<file path="src/rtl/pe_link_pkg.sv">
`default_nettype none
// ============================================================================
// Module   : pe_link_pkg
// Brief    : Shared types, defaults and sizing helper for the PE link arbiter.
// Revision : 1.0 - initial release
// ============================================================================
package pe_link_pkg;

  // Arbiter FSM state encoding
  typedef enum logic [0:0] {
    ST_IDLE = 1'b0,
    ST_BUSY = 1'b1
  } state_e;

  // Default flit width, matching the PE link width
  localparam int DEFAULT_DATA_WIDTH = 130;

  // Width of an index able to address n requesters (at least one bit)
  function automatic int id_width(input int n);
    int w;
    w = 1;
    while ((1 << w) < n) begin
      w = w + 1;
    end
    return w;
  endfunction

endpackage
`default_nettype wire

</file>
<file path="src/rtl/pe_link_arbiter_rr_arbiter.sv">
`default_nettype none
// ============================================================================
// Module   : rr_arbiter
// Brief    : Combinational round-robin pick: first asserted request found
//            when searching from ptr upwards, wrapping modulo NUM_REQ.
// Revision : 1.0 - initial release
// ============================================================================
module rr_arbiter #(
  parameter int NUM_REQ  = 4,
  parameter int ID_WIDTH = 2
) (
  input  logic [NUM_REQ-1:0]  req,
  input  logic [ID_WIDTH-1:0] ptr,
  output logic [ID_WIDTH-1:0] gnt_id,
  output logic                any
);

  logic                found;
  logic [ID_WIDTH-1:0] idx;

  // Priority search starting at ptr; the first hit wins
  always_comb begin
    gnt_id = '0;
    found  = 1'b0;
    idx    = '0;
    for (int k = 0; k < NUM_REQ; k++) begin
      idx = ID_WIDTH'((int'(ptr) + k) % NUM_REQ);
      if (!found && req[idx]) begin
        found  = 1'b1;
        gnt_id = idx;
      end
    end
  end

  assign any = |req;

endmodule
`default_nettype wire

</file>
<file path="src/rtl/pe_link_arbiter.sv">
`default_nettype none
// ============================================================================
// Module   : pe_link_arbiter
// Brief    : Packet-aware round-robin arbiter sharing one PE link among
//            NUM_REQ requesters, with a single registered output stage,
//            ap_start-gated grants and forced release of overlong packets.
// Revision : 1.0 - initial release
// ============================================================================
module pe_link_arbiter
  import pe_link_pkg::*;
#(
  parameter int NUM_REQ    = 4,
  parameter int DATA_WIDTH = DEFAULT_DATA_WIDTH,
  parameter int ID_WIDTH   = id_width(NUM_REQ),
  parameter int MAX_FLITS  = 64
) (
  input  logic                            clk,
  input  logic                            reset,
  input  logic                            ap_start,
  input  logic [NUM_REQ-1:0]              req_valid,
  input  logic [NUM_REQ*DATA_WIDTH-1:0]   req_data,
  input  logic [NUM_REQ-1:0]              req_last,
  output logic [NUM_REQ-1:0]              req_ready,
  output logic                            out_valid,
  output logic [DATA_WIDTH-1:0]           out_data,
  output logic                            out_last,
  input  logic                            out_ready,
  output logic [ID_WIDTH-1:0]             grant_id,
  output logic                            busy,
  output logic                            err_overlong
);

  localparam int CNT_W = $clog2(MAX_FLITS + 1);

  state_e                state_q;
  logic [ID_WIDTH-1:0]   grant_q;
  logic [ID_WIDTH-1:0]   rr_ptr_q;
  logic [ID_WIDTH-1:0]   rr_ptr_d;
  logic [CNT_W-1:0]      flit_cnt_q;
  logic                  out_valid_q;
  logic [DATA_WIDTH-1:0] out_data_q;
  logic                  out_last_q;
  logic                  err_q;

  logic [ID_WIDTH-1:0]   arb_gnt;
  logic                  arb_any;
  logic                  stage_free;
  logic                  sel_valid;
  logic                  sel_last;
  logic [DATA_WIDTH-1:0] sel_data;
  logic                  accept;
  logic                  forced;
  logic                  release_pkt;

  rr_arbiter #(
    .NUM_REQ  (NUM_REQ),
    .ID_WIDTH (ID_WIDTH)
  ) u_rr_arbiter (
    .req    (req_valid),
    .ptr    (rr_ptr_q),
    .gnt_id (arb_gnt),
    .any    (arb_any)
  );

  // Output stage can take a new flit when empty or draining this cycle
  assign stage_free = !out_valid_q || out_ready;

  // Select the grantee's lane and drive its ready; all other lanes stay low
  always_comb begin
    sel_valid = 1'b0;
    sel_last  = 1'b0;
    sel_data  = '0;
    req_ready = '0;
    for (int i = 0; i < NUM_REQ; i++) begin
      if (grant_q == ID_WIDTH'(i)) begin
        sel_valid    = req_valid[i];
        sel_last     = req_last[i];
        sel_data     = req_data[i*DATA_WIDTH +: DATA_WIDTH];
        req_ready[i] = (state_q == ST_BUSY) && stage_free;
      end
    end
  end

  assign accept      = (state_q == ST_BUSY) && stage_free && sel_valid;
  assign forced      = !sel_last && (flit_cnt_q == CNT_W'(MAX_FLITS - 1));
  assign release_pkt = accept && (sel_last || forced);
  assign rr_ptr_d    = (grant_q == ID_WIDTH'(NUM_REQ - 1)) ? '0 : grant_q + 1'b1;

  // Grant FSM, flit counter, round-robin pointer and sticky overlong flag
  always_ff @(posedge clk) begin
    if (reset) begin
      state_q    <= ST_IDLE;
      grant_q    <= '0;
      rr_ptr_q   <= '0;
      flit_cnt_q <= '0;
      err_q      <= 1'b0;
    end else begin
      case (state_q)
        ST_IDLE: begin
          if (ap_start && arb_any) begin
            grant_q    <= arb_gnt;
            flit_cnt_q <= '0;
            state_q    <= ST_BUSY;
          end
        end
        ST_BUSY: begin
          if (accept) begin
            flit_cnt_q <= flit_cnt_q + 1'b1;
          end
          if (release_pkt) begin
            state_q  <= ST_IDLE;
            rr_ptr_q <= rr_ptr_d;
            if (forced) begin
              err_q <= 1'b1;
            end
          end
        end
        default: state_q <= ST_IDLE;
      endcase
    end
  end

  // Registered output stage: load on accept, drain when downstream takes it
  always_ff @(posedge clk) begin
    if (reset) begin
      out_valid_q <= 1'b0;
      out_data_q  <= '0;
      out_last_q  <= 1'b0;
    end else if (accept) begin
      out_valid_q <= 1'b1;
      out_data_q  <= sel_data;
      out_last_q  <= sel_last || forced;
    end else if (out_ready) begin
      out_valid_q <= 1'b0;
    end
  end

  assign out_valid    = out_valid_q;
  assign out_data     = out_data_q;
  assign out_last     = out_last_q;
  assign grant_id     = grant_q;
  assign busy         = (state_q == ST_BUSY);
  assign err_overlong = err_q;

endmodule
`default_nettype wire

</file>
<file path="config.mk">
export PLATFORM = sky130hd
export DESIGN_NAME = pe_link_arbiter
export DESIGN_NICKNAME = d
export VERILOG_FILES = /design/src/rtl/pe_link_pkg.sv /design/src/rtl/pe_link_arbiter_rr_arbiter.sv /design/src/rtl/pe_link_arbiter.sv
export SDC_FILE = /design/constraint.sdc
export NUM_CORES = 1
export LEC_CHECK = 0
export CAP_MARGIN = 10
export CORE_AREA = 2 2 259 261
export DETAILED_ROUTE_END_ITERATION = 16
export DIE_AREA = 0 0 261 263
export PLACE_DENSITY = 0.5
export SKIP_LAST_GASP = 1
export SYNTH_ARGS = -nofsm -noshare
export SYNTH_HDL_FRONTEND = slang
export SYNTH_SLANG_ARGS = --single-unit
export TNS_END_PERCENT = 1
</file>
<file path="constraint.sdc">
create_clock -name clk -period 4.5 [get_ports clk]
set_input_delay 0.9 -clock clk [delete_from_list [all_inputs] [get_ports clk]]
set_output_delay 0.9 -clock clk [all_outputs]
set_load 0.1 [all_outputs]
</file>
After elaboration in Yosys (flattened, before gate mapping)
Cells that the tools add are included.

word-level totals
  register bits after elaboration = 145
  output and inout bits = 140
  word-level logic and storage cells = 86

cells by class
  add/sub/neg operators = 5
  magnitude comparators = 4
  eq/ne operators = 6
  mux-type cells = 40
  bitwise operators = 1
  reduce and logical (&&, ||, !) cells = 22

operator list
  kind                   count
  $mux W130              4
  $mux W1                23
  $mux W7                2
  $pmux W7 S2            1
  $lt A2 B3 Y1 const B   4
  $mux W2                5
  $bmux W1 S2            4
  $logic_and A1 B1 Y1    8
  $add A7 B1 Y7 const B  1
  $eq A7 B6 Y1 const B   1
  $reduce_and A2 Y1      3
  $logic_not A1 Y1       5
  $add A2 B1 Y2 const B  2
  $add A2 B2 Y2 const B  2
  $eq A2 B2 Y1 const B   2
  $reduce_or A4 Y1       1
  $reduce_and A3 Y1      1
  $eq A2 B1 Y1 const B   1
  $logic_not A2 Y1       1
  $logic_or A1 B1 Y1     2
  $ne A2 B1 Y1 const B   1
  $ne A2 B2 Y1 const B   1
  $pmux W1 S2            1
  $reduce_bool A2 Y1     1
  $not A1 Y1             1

Longest topological paths before layout
Gate-level depths: netlist of the first run.

  depth in word-level cells = 12
  depth in mapped cells = 10
  gate-level depth less buffers = 6

Hierarchy
From an unflattened synthesis of the first run, not the netlist that was laid out.

second synthesis, totals
  cell total of the unflattened synthesis = 1,049
  area, all modules = 8,768.4 um2

modules (own cells, without submodules)
  module           instances  cells an instance  area each (um2)  seq. area each (um2)
  pe_link_arbiter  1          1,034              8,690.8          2,902.8
  rr_arbiter       1          15                 77.6             0.0

Least setup slack after synthesis of the first run
Ideal clock, no wire load.

  path kind = register to output
  start point = reg grant_q[0] (netlist: grant_id[0])
  end point = out req_ready[3]
  data arrival time = 3,127 ps
  required time = 3,600 ps
  setup slack = 473 ps
  cell stages (with the launch flop) = 7
  buffers on the path = 4
  cell sequence = dfxtp_1 -> ha_1 -> clkbuf_1 -> buf_2 -> clkbuf_1 -> clkbuf_1 -> and3_1

on the way
  word-level cells in the longest chain between the ends = 2

ends and longest elaborated chain
  element                   RTL line                RTL
  start: declaration        pe_link_arbiter.sv:36   logic [ID_WIDTH-1:0] grant_q;
  start signal: assignment  pe_link_arbiter.sv:101  grant_q <= arb_gnt;
  $eq A2 B2 Y1              pe_link_arbiter.sv:75   if (grant_q == ID_WIDTH'(i)) begin
  $mux W1                   pe_link_arbiter.sv:75
  end: declaration          pe_link_arbiter.sv:23   output logic [NUM_REQ-1:0] req_ready,

No other way between the ends.

Worst setup path after layout of the first run
  start point = reg grant_q[0] (netlist: grant_id[0])
  end point = out req_ready[2]

The elaborated chain is that of the path after synthesis.

==> out/qor.yml, run 1 <==
sta:
  maxSlewHeadroom: 0.256
  setup_tns_ns: 0
  fin_crit_ns: 3.26
  fin_skew_ns: 0.00699
  finalSetupViolations: 0
  final_hold_viol_count: 0
  hold-worst-slack_ns: 0.478
  max_freq_mhz: 307
  rsz0062_at_grt: "false"
  worstMarginPinSlew_ns: 1.11
  slew_viol_final: 0
  period_share: 0.724
yosys:
  syn_area_mm2: 0.00988
  yosysSeqAreaShare: 0.294
  synth_commonest_cells: "dfxtp_1, a21oi_1, nand2_1"
  yosys_register_bits: 145
  yosys-top-cells-area: "dfxtp_1, a311oi_2, a211o_1"
  synth_nets: 1705
  yosys.area.top_type: "dfxtp_1"
  postSynth.asyncResetShare: 0
  syn_avg_cell_area_um2: 8.46
  synthFlopType: "dfxtp_1"
  synth_top_cell_area_share: 0.294
  synth.distinct_cells: 42
  yosysWarningCount: 0
  synth.most_common_cell: "dfxtp_1"
  synthCells: 1168
  synth_edf_count: 0
power_and_ir_drop:
  switching_share: 0.416
  switchingPower_mw: 2.45
  power_density_mw_per_mm2: 327
  finalPower_mw: 5.89
  clock_power_share: 0.277
  p_seq_frac: 0.253
  p_int_mw: 3.44
  power.leakage_nw: 6.38
  combPwrFrac: 0.470
  vdd_drop_max_v: 0.000213
die:
  dieHeight_um: 263
  core_mm2: 0.0656
  num_io_pins: 672
  rows: 94
  dieArea_mm2: 0.0686
  fp.dieW_um: 261
  initial_core_util: 0.150
clock_network:
  cts_max_level: 4
  clk_path_buf_depth: 2
  cts_buffers: 17
  ctsHoldBuffers: 0
  clkLatencyLatePin_ns: 0.47
  clk_pin_slew_ns: 0.06
  cts_sinks: 145
  cts_tree: "yes"
  root_buffer: "clkbuf_16"
  ctsResizeCount: 0
  cts_setup_buffers: 0
drt:
  vias_per_cell: 4.56
  wire_per_inst_um: 20.1
  route.antenna.remaining_nets: 0
  drt_iter0_markers: 562
  vias: 11900
  drt_wl_total_um: 52400
  dr.pass1.iters: 5
  drcViolationCount: 0
final_layout:
  fillers: 7003
  area_growth_pct: 82.3
  fin_nets: 2268
  multi_input_area_mm2: 0.00586
  seq_area_mm2: 0.00290
  drive_gt1_frac: 0.0947
worst_setup_path:
  worstPathMaxFanout: 137
  crit_type: "flip-flop to output pin"
  cp.arrival_ns: 2.36
  crit_path_end_kind: "output pin"
  worst_setup_path_start_kind: "flip-flop"
  r2r_setup_slack_ns: 1.33
  critPathRequiredTime_ns: 3.60
grt:
  grt_pass1_vias: 11900
  antenna_found_initial: 2
  grt_remaining_overflow: 0
  grt_util_all_layers: 0.147
  grt_max_degree: 138
  grt_pass1_wl_um: 76400
flow_run:
  maxCapViolations: 0
place:
  dp_hpwl_um: 39500
  gp_congestion: 0.883
  port_buffers: 671
min_path:
  min_path_type: "flip-flop to flip-flop"
outcome:
  status: "finished clean"
## cells in the final DEF (no fill, tap or decap), drive strengths merged, types with 2 or more instances in the layout
cell type	count
a21oi	140
clkinvlp	3
ha	5
nor2	4
dfxtp	145
o211ai	2
bufinv	5
a221oi	129
nand2b	11
or3	2
or4	2
clkbuf	20
nand2	139
clkdlybuf4s50	666
nor4	2
and3	5
a211oi	3
buf	25
a211o	132
a2111o	2
nand3	4
inv	138
clkinv	2
and3b	2
nor3	3
a311oi	129
nor2b	3
mux2i	5
## per-layer routing
| layer | GRT usage | share of wire | vias up |
|---|---|---|---|
| li1 | - | - | 5630 |
| met1 | 0.170 | 0.40 | 5770 |
| met5 | 0 | 0.00025 | - |
| met4 | 0.0473 | 0.023 | 2 |
| met3 | 0.0386 | 0.066 | 52 |
| met2 | 0.260 | 0.51 | 442 |
## per-stage QoR
stage                     setup WS (ns)   util  instance area (µm²)  instances
after CTS                          1.16  0.274                18000       2607
final                              1.24  0.274                18000       2608
after global routing               1.05  0.274                18000       2608
after global placement             1.30  0.265                17400       2576
after floorplan                   0.473      -                 9880       1168
after detailed placement           1.25  0.265                17400       2576
## final timing paths
| path | from | endpoint | cells past startpoint |
|---|---|---|---|
| max reg2reg | grant_id[1]$_SDFFE_PP0P_ | out_data[33]$_SDFFE_PP0P_ | 7 |
| min reg2reg | flit_cnt_q[4]$_SDFFE_PP0P_ | flit_cnt_q[4]$_SDFFE_PP0P_ | 2 |
| min | flit_cnt_q[4]$_SDFFE_PP0P_ | flit_cnt_q[4]$_SDFFE_PP0P_ | 2 |
| max | grant_id[0]$_SDFFE_PP0P_ | req_ready[2] | 5 |
## worst max-delay path, stage by stage, from the launching register on
cell and delay [ns]:
dfxtp_1 0.42, inv_1 0.18, ha_4 0.26, buf_12 0.37
and3_1 0.27, buf_4 0.29
## registers in the layout, summed over array words and instances, names as in the netlist
signal,cells
out_valid,1
busy,1
out_data,130
err_overlong,1
grant_id,2
rr_ptr_q,2
out_last,1
flit_cnt_q,7
## power by group through the flow
stage | combinational [mW] | sequential (mW) | clock [mW]
final | 2.77 | 1.49 | 1.63
after global routing | 2.91 | 1.50 | 1.75
after CTS | 2.79 | 1.49 | 1.71
after detailed placement | 2.78 | 1.52 | 0
after global placement | 2.76 | 1.52 | 0
after floorplan | 0.869 | 2.38 | 0
## kinds of logic after synthesis
logic type	after synthesis	share of synthesized area
compound gates	547	0.496
buf+inv	284	0.118
simple gates	181	0.0794
flops	145	0.294
mux	6	0.00621
fa+ha+maj	5	0.00633
## cell type report
class / instances / area share
Timing Repair Buffer: 692 / 0.389
Multi-Input combinational cell: 739 / 0.326
Sequential cell: 145 / 0.161
Tap cell: 864 / 0.0600
Inverter: 136 / 0.0283
Clock buffer: 19 / 0.0240
Clock inverter: 12 / 0.0115
Antenna cell: 1 / 0.000139
Note: power is estimated with default switching activity, not from simulation.
==> inputs of run 2 (changes only) <==
- CORE_AREA: 2 2 259 261 -> 2 2 258 260
- DIE_AREA: 0 0 261 263 -> 0 0 260 262
- clock period: 4.5 -> 3.4 ns (I/O delays scaled with it)
==> out/qor.yml, run 2 (synthesis results as in run 1) <==
drt:
  route.antenna.remaining_nets: 0  # unchanged
  wire_per_inst_um: 20.0  # was 20.1 µm
  drt_iter0_markers: 682  # was 562
  dr.pass1.iters: 5  # unchanged
  drt_wl_total_um: 52200  # was 52400 µm
  vias: 11800  # was 11900
  drcViolationCount: 0  # unchanged
  vias_per_cell: 4.53  # was 4.56
final_layout:
  fin_nets: 2265  # was 2268
  final_area_mm2: 0.0177  # was 0.0180 mm²
  final_cell_mix: "clkdlybuf4s50_1, dfxtp_1, a21oi_1"  # unchanged
  fillers: 6968  # was 7003
  largest_reg_flops: 130  # unchanged
  drive_gt1_frac: 0.166  # was 0.0947
  area_growth_pct: 79.0  # was 82.3%
  final_common_cell: "clkdlybuf4s50_1"  # unchanged
  multi_input_area_mm2: 0.00587  # was 0.00586 mm²
  seq_area_mm2: 0.00290  # unchanged
clock_network:
  cts_tree: "yes"  # unchanged
  clkLatencyLatePin_ns: 0.48  # was 0.47 ns
  cts_max_level: 4  # unchanged
  ctsHoldBuffers: 0  # unchanged
  clk_path_buf_depth: 2  # unchanged
  cts_buffers: 17  # unchanged
  clk_pin_slew_ns: 0.07  # was 0.06 ns
  cts_setup_buffers: 0  # unchanged
  root_buffer: "clkbuf_16"  # unchanged
  ctsResizeCount: 0  # unchanged
  cts_sinks: 145  # unchanged
die:
  rows: 94  # unchanged
  num_io_pins: 672  # unchanged
  initial_core_util: 0.151  # was 0.150
  dieHeight_um: 262  # was 263 µm
  core_mm2: 0.0653  # was 0.0656 mm²
  fp.dieW_um: 260  # was 261 µm
  dieArea_mm2: 0.0681  # was 0.0686 mm²
sta:
  maxSlewHeadroom: 0.208  # was 0.256
  period_share: 0.898
  rsz0062_at_grt: "false"  # unchanged
  worstMarginPinSlew_ns: 1.19  # was 1.11 ns
  slew_viol_final: 0  # unchanged
  fin_skew_ns: 0.0136  # was 0.00699 ns
  finalSetupViolations: 0  # unchanged
  finalWorstSetupSlack_ns: 0.348  # was 1.24 ns
  final_hold_viol_count: 0  # unchanged
  max_freq_mhz: 328
  fin_crit_ns: 3.05
power_and_ir_drop:
  p_int_mw: 4.31  # was 3.44 mW
  switchingPower_mw: 3.22  # was 2.45 mW
  power_density_mw_per_mm2: 426  # was 327 mW/mm²
  vdd_drop_max_v: 0.000326  # was 0.000213 V
  switching_share: 0.428  # was 0.416
  power.leakage_nw: 6.59  # was 6.38 nW
  combPwrFrac: 0.477  # was 0.470
  clock_power_share: 0.260  # was 0.277
  p_seq_frac: 0.262  # was 0.253
place:
  dp_hpwl_um: 39200  # was 39500 µm
  gp_congestion: 0.895  # was 0.883
  place_area_mm2: 0.0171  # was 0.0174 mm²
  preCtsSetupSlack_ns: 0.406  # was 1.25 ns
  port_buffers: 671  # unchanged
grt:
  grt_max_degree: 135  # was 138
  grt_pass1_vias: 11700  # was 11900
  antenna_found_initial: 2  # unchanged
  grt_util_all_layers: 0.145  # was 0.147
  grt_remaining_overflow: 0  # unchanged
  grt_pass1_wl_um: 74500  # was 76400 µm
flow_run:
  maxCapViolations: 0  # unchanged
worst_setup_path:
  r2r_setup_slack_ns: 0.51  # was 1.33 ns
  crit_path_end_kind: "output pin"  # unchanged
  crit_type: "flip-flop to output pin"  # unchanged
  r2r_start: "grant_id[0]$_SDFFE_PP0P_"  # was grant_id[1]$_SDFFE_PP0P_
  worst_setup_path_start_kind: "flip-flop"  # unchanged
  cp.arrival_ns: 2.37  # was 2.36 ns
  worstPathMaxFanout: 62  # was 137
  reg2reg_to: "out_data[51]$_SDFFE_PP0P_"  # was out_data[33]$_SDFFE_PP0P_
  critPathRequiredTime_ns: 2.72  # was 3.60 ns
  reg2regPathDepth: 7  # unchanged
min_path:
  min_from: "flit_cnt_q[5]$_SDFFE_PP0P_"  # was flit_cnt_q[4]$_SDFFE_PP0P_
  min_to: "flit_cnt_q[5]$_SDFFE_PP0P_"  # was flit_cnt_q[4]$_SDFFE_PP0P_
  hold_path_depth: 2  # unchanged
  min_path_type: "flip-flop to flip-flop"  # unchanged
outcome:
  status: "finished clean"  # unchanged
-- run 2: changes by cell type in the layout (fill, tap and decap cells not counted) --
cell and change:
buf_12 +4, clkbuf_8 +2, and3_2 +2, clkinvlp_4 -1
buf_4 +117, inv_6 +1, diode_2 +1, clkinv_2 +2
and3_1 -2, bufinv_16 -3, clkdlybuf4s50_1 -124
-- run 2: worst max-delay path: stages (launching register included) --
cell and delay [ns]:
dfxtp_1 0.55, ha_4 0.26, buf_4 0.54, and3_1 0.33
buf_12 0.20
-- run 2: per-stage QoR --
| step | instances | total power [mW] | hold slack, ns | TNS (ns) | utilization |
|---|---|---|---|---|---|
| floorplan | 1168 | 4.30 | 0.443 | -0.237 | - |
| global placement | 2573 | 5.61 | 0.457 | 0 | 0.262 |
| detailed placement | 2573 | 5.63 | 0.463 | 0 | 0.262 |
| CTS | 2605 | 7.67 | 0.473 | 0 | 0.271 |
| global route | 2607 | 7.88 | 0.494 | 0 | 0.271 |
| finish | 2607 | 7.53 | 0.480 | 0 | 0.271 |
-- run 2: layout make-up --
cell class,instances,area share
flip-flops and latches,145,0.164
well taps,864,0.0612
inverters,136,0.0289
clock buffers,21,0.0260
diodes,2,0.000283
multi-input cells,739,0.332
clock inverters,11,0.00729
repair buffers,689,0.380
-- run 2: power by group through the flow --
stage                     logic, mW  clock network (mW)  registers, mW
after detailed placement       3.61                   0           2.01
after global routing           3.77                2.12           2.00
final                          3.59                1.96           1.98
after global placement         3.60                   0           2.01
after floorplan                1.15                   0           3.15
after CTS                      3.62                2.07           1.98
-- run 2: worst max-delay path by stage --
stage,cells past startpoint,to,start
6_report,4,req_ready[1],grant_id[0]$_SDFFE_PP0P_
5_1_grt,4,req_ready[1],grant_id[0]$_SDFFE_PP0P_
4_1_cts,4,req_ready[1],grant_id[0]$_SDFFE_PP0P_
3_5_place_dp,6,out_data[115]$_SDFFE_PP0P_,req_valid[0]
3_3_place_gp,6,out_data[110]$_SDFFE_PP0P_,req_valid[0]
2_1_floorplan,6,req_ready[3],grant_id[0]$_SDFFE_PP0P_
-- run 2: routing by layer --
metal / GRT usage / wire [µm] / up-vias / part of all wire
met5: 0 / 0 / - / 0
met4: 0.0520 / 1220 / 0 / 0.023
met3: 0.0373 / 3430 / 55 / 0.066
met2: 0.246 / 26200 / 440 / 0.50
met1: 0.178 / 21300 / 5678 / 0.41
li1: - / - / 5636 / -
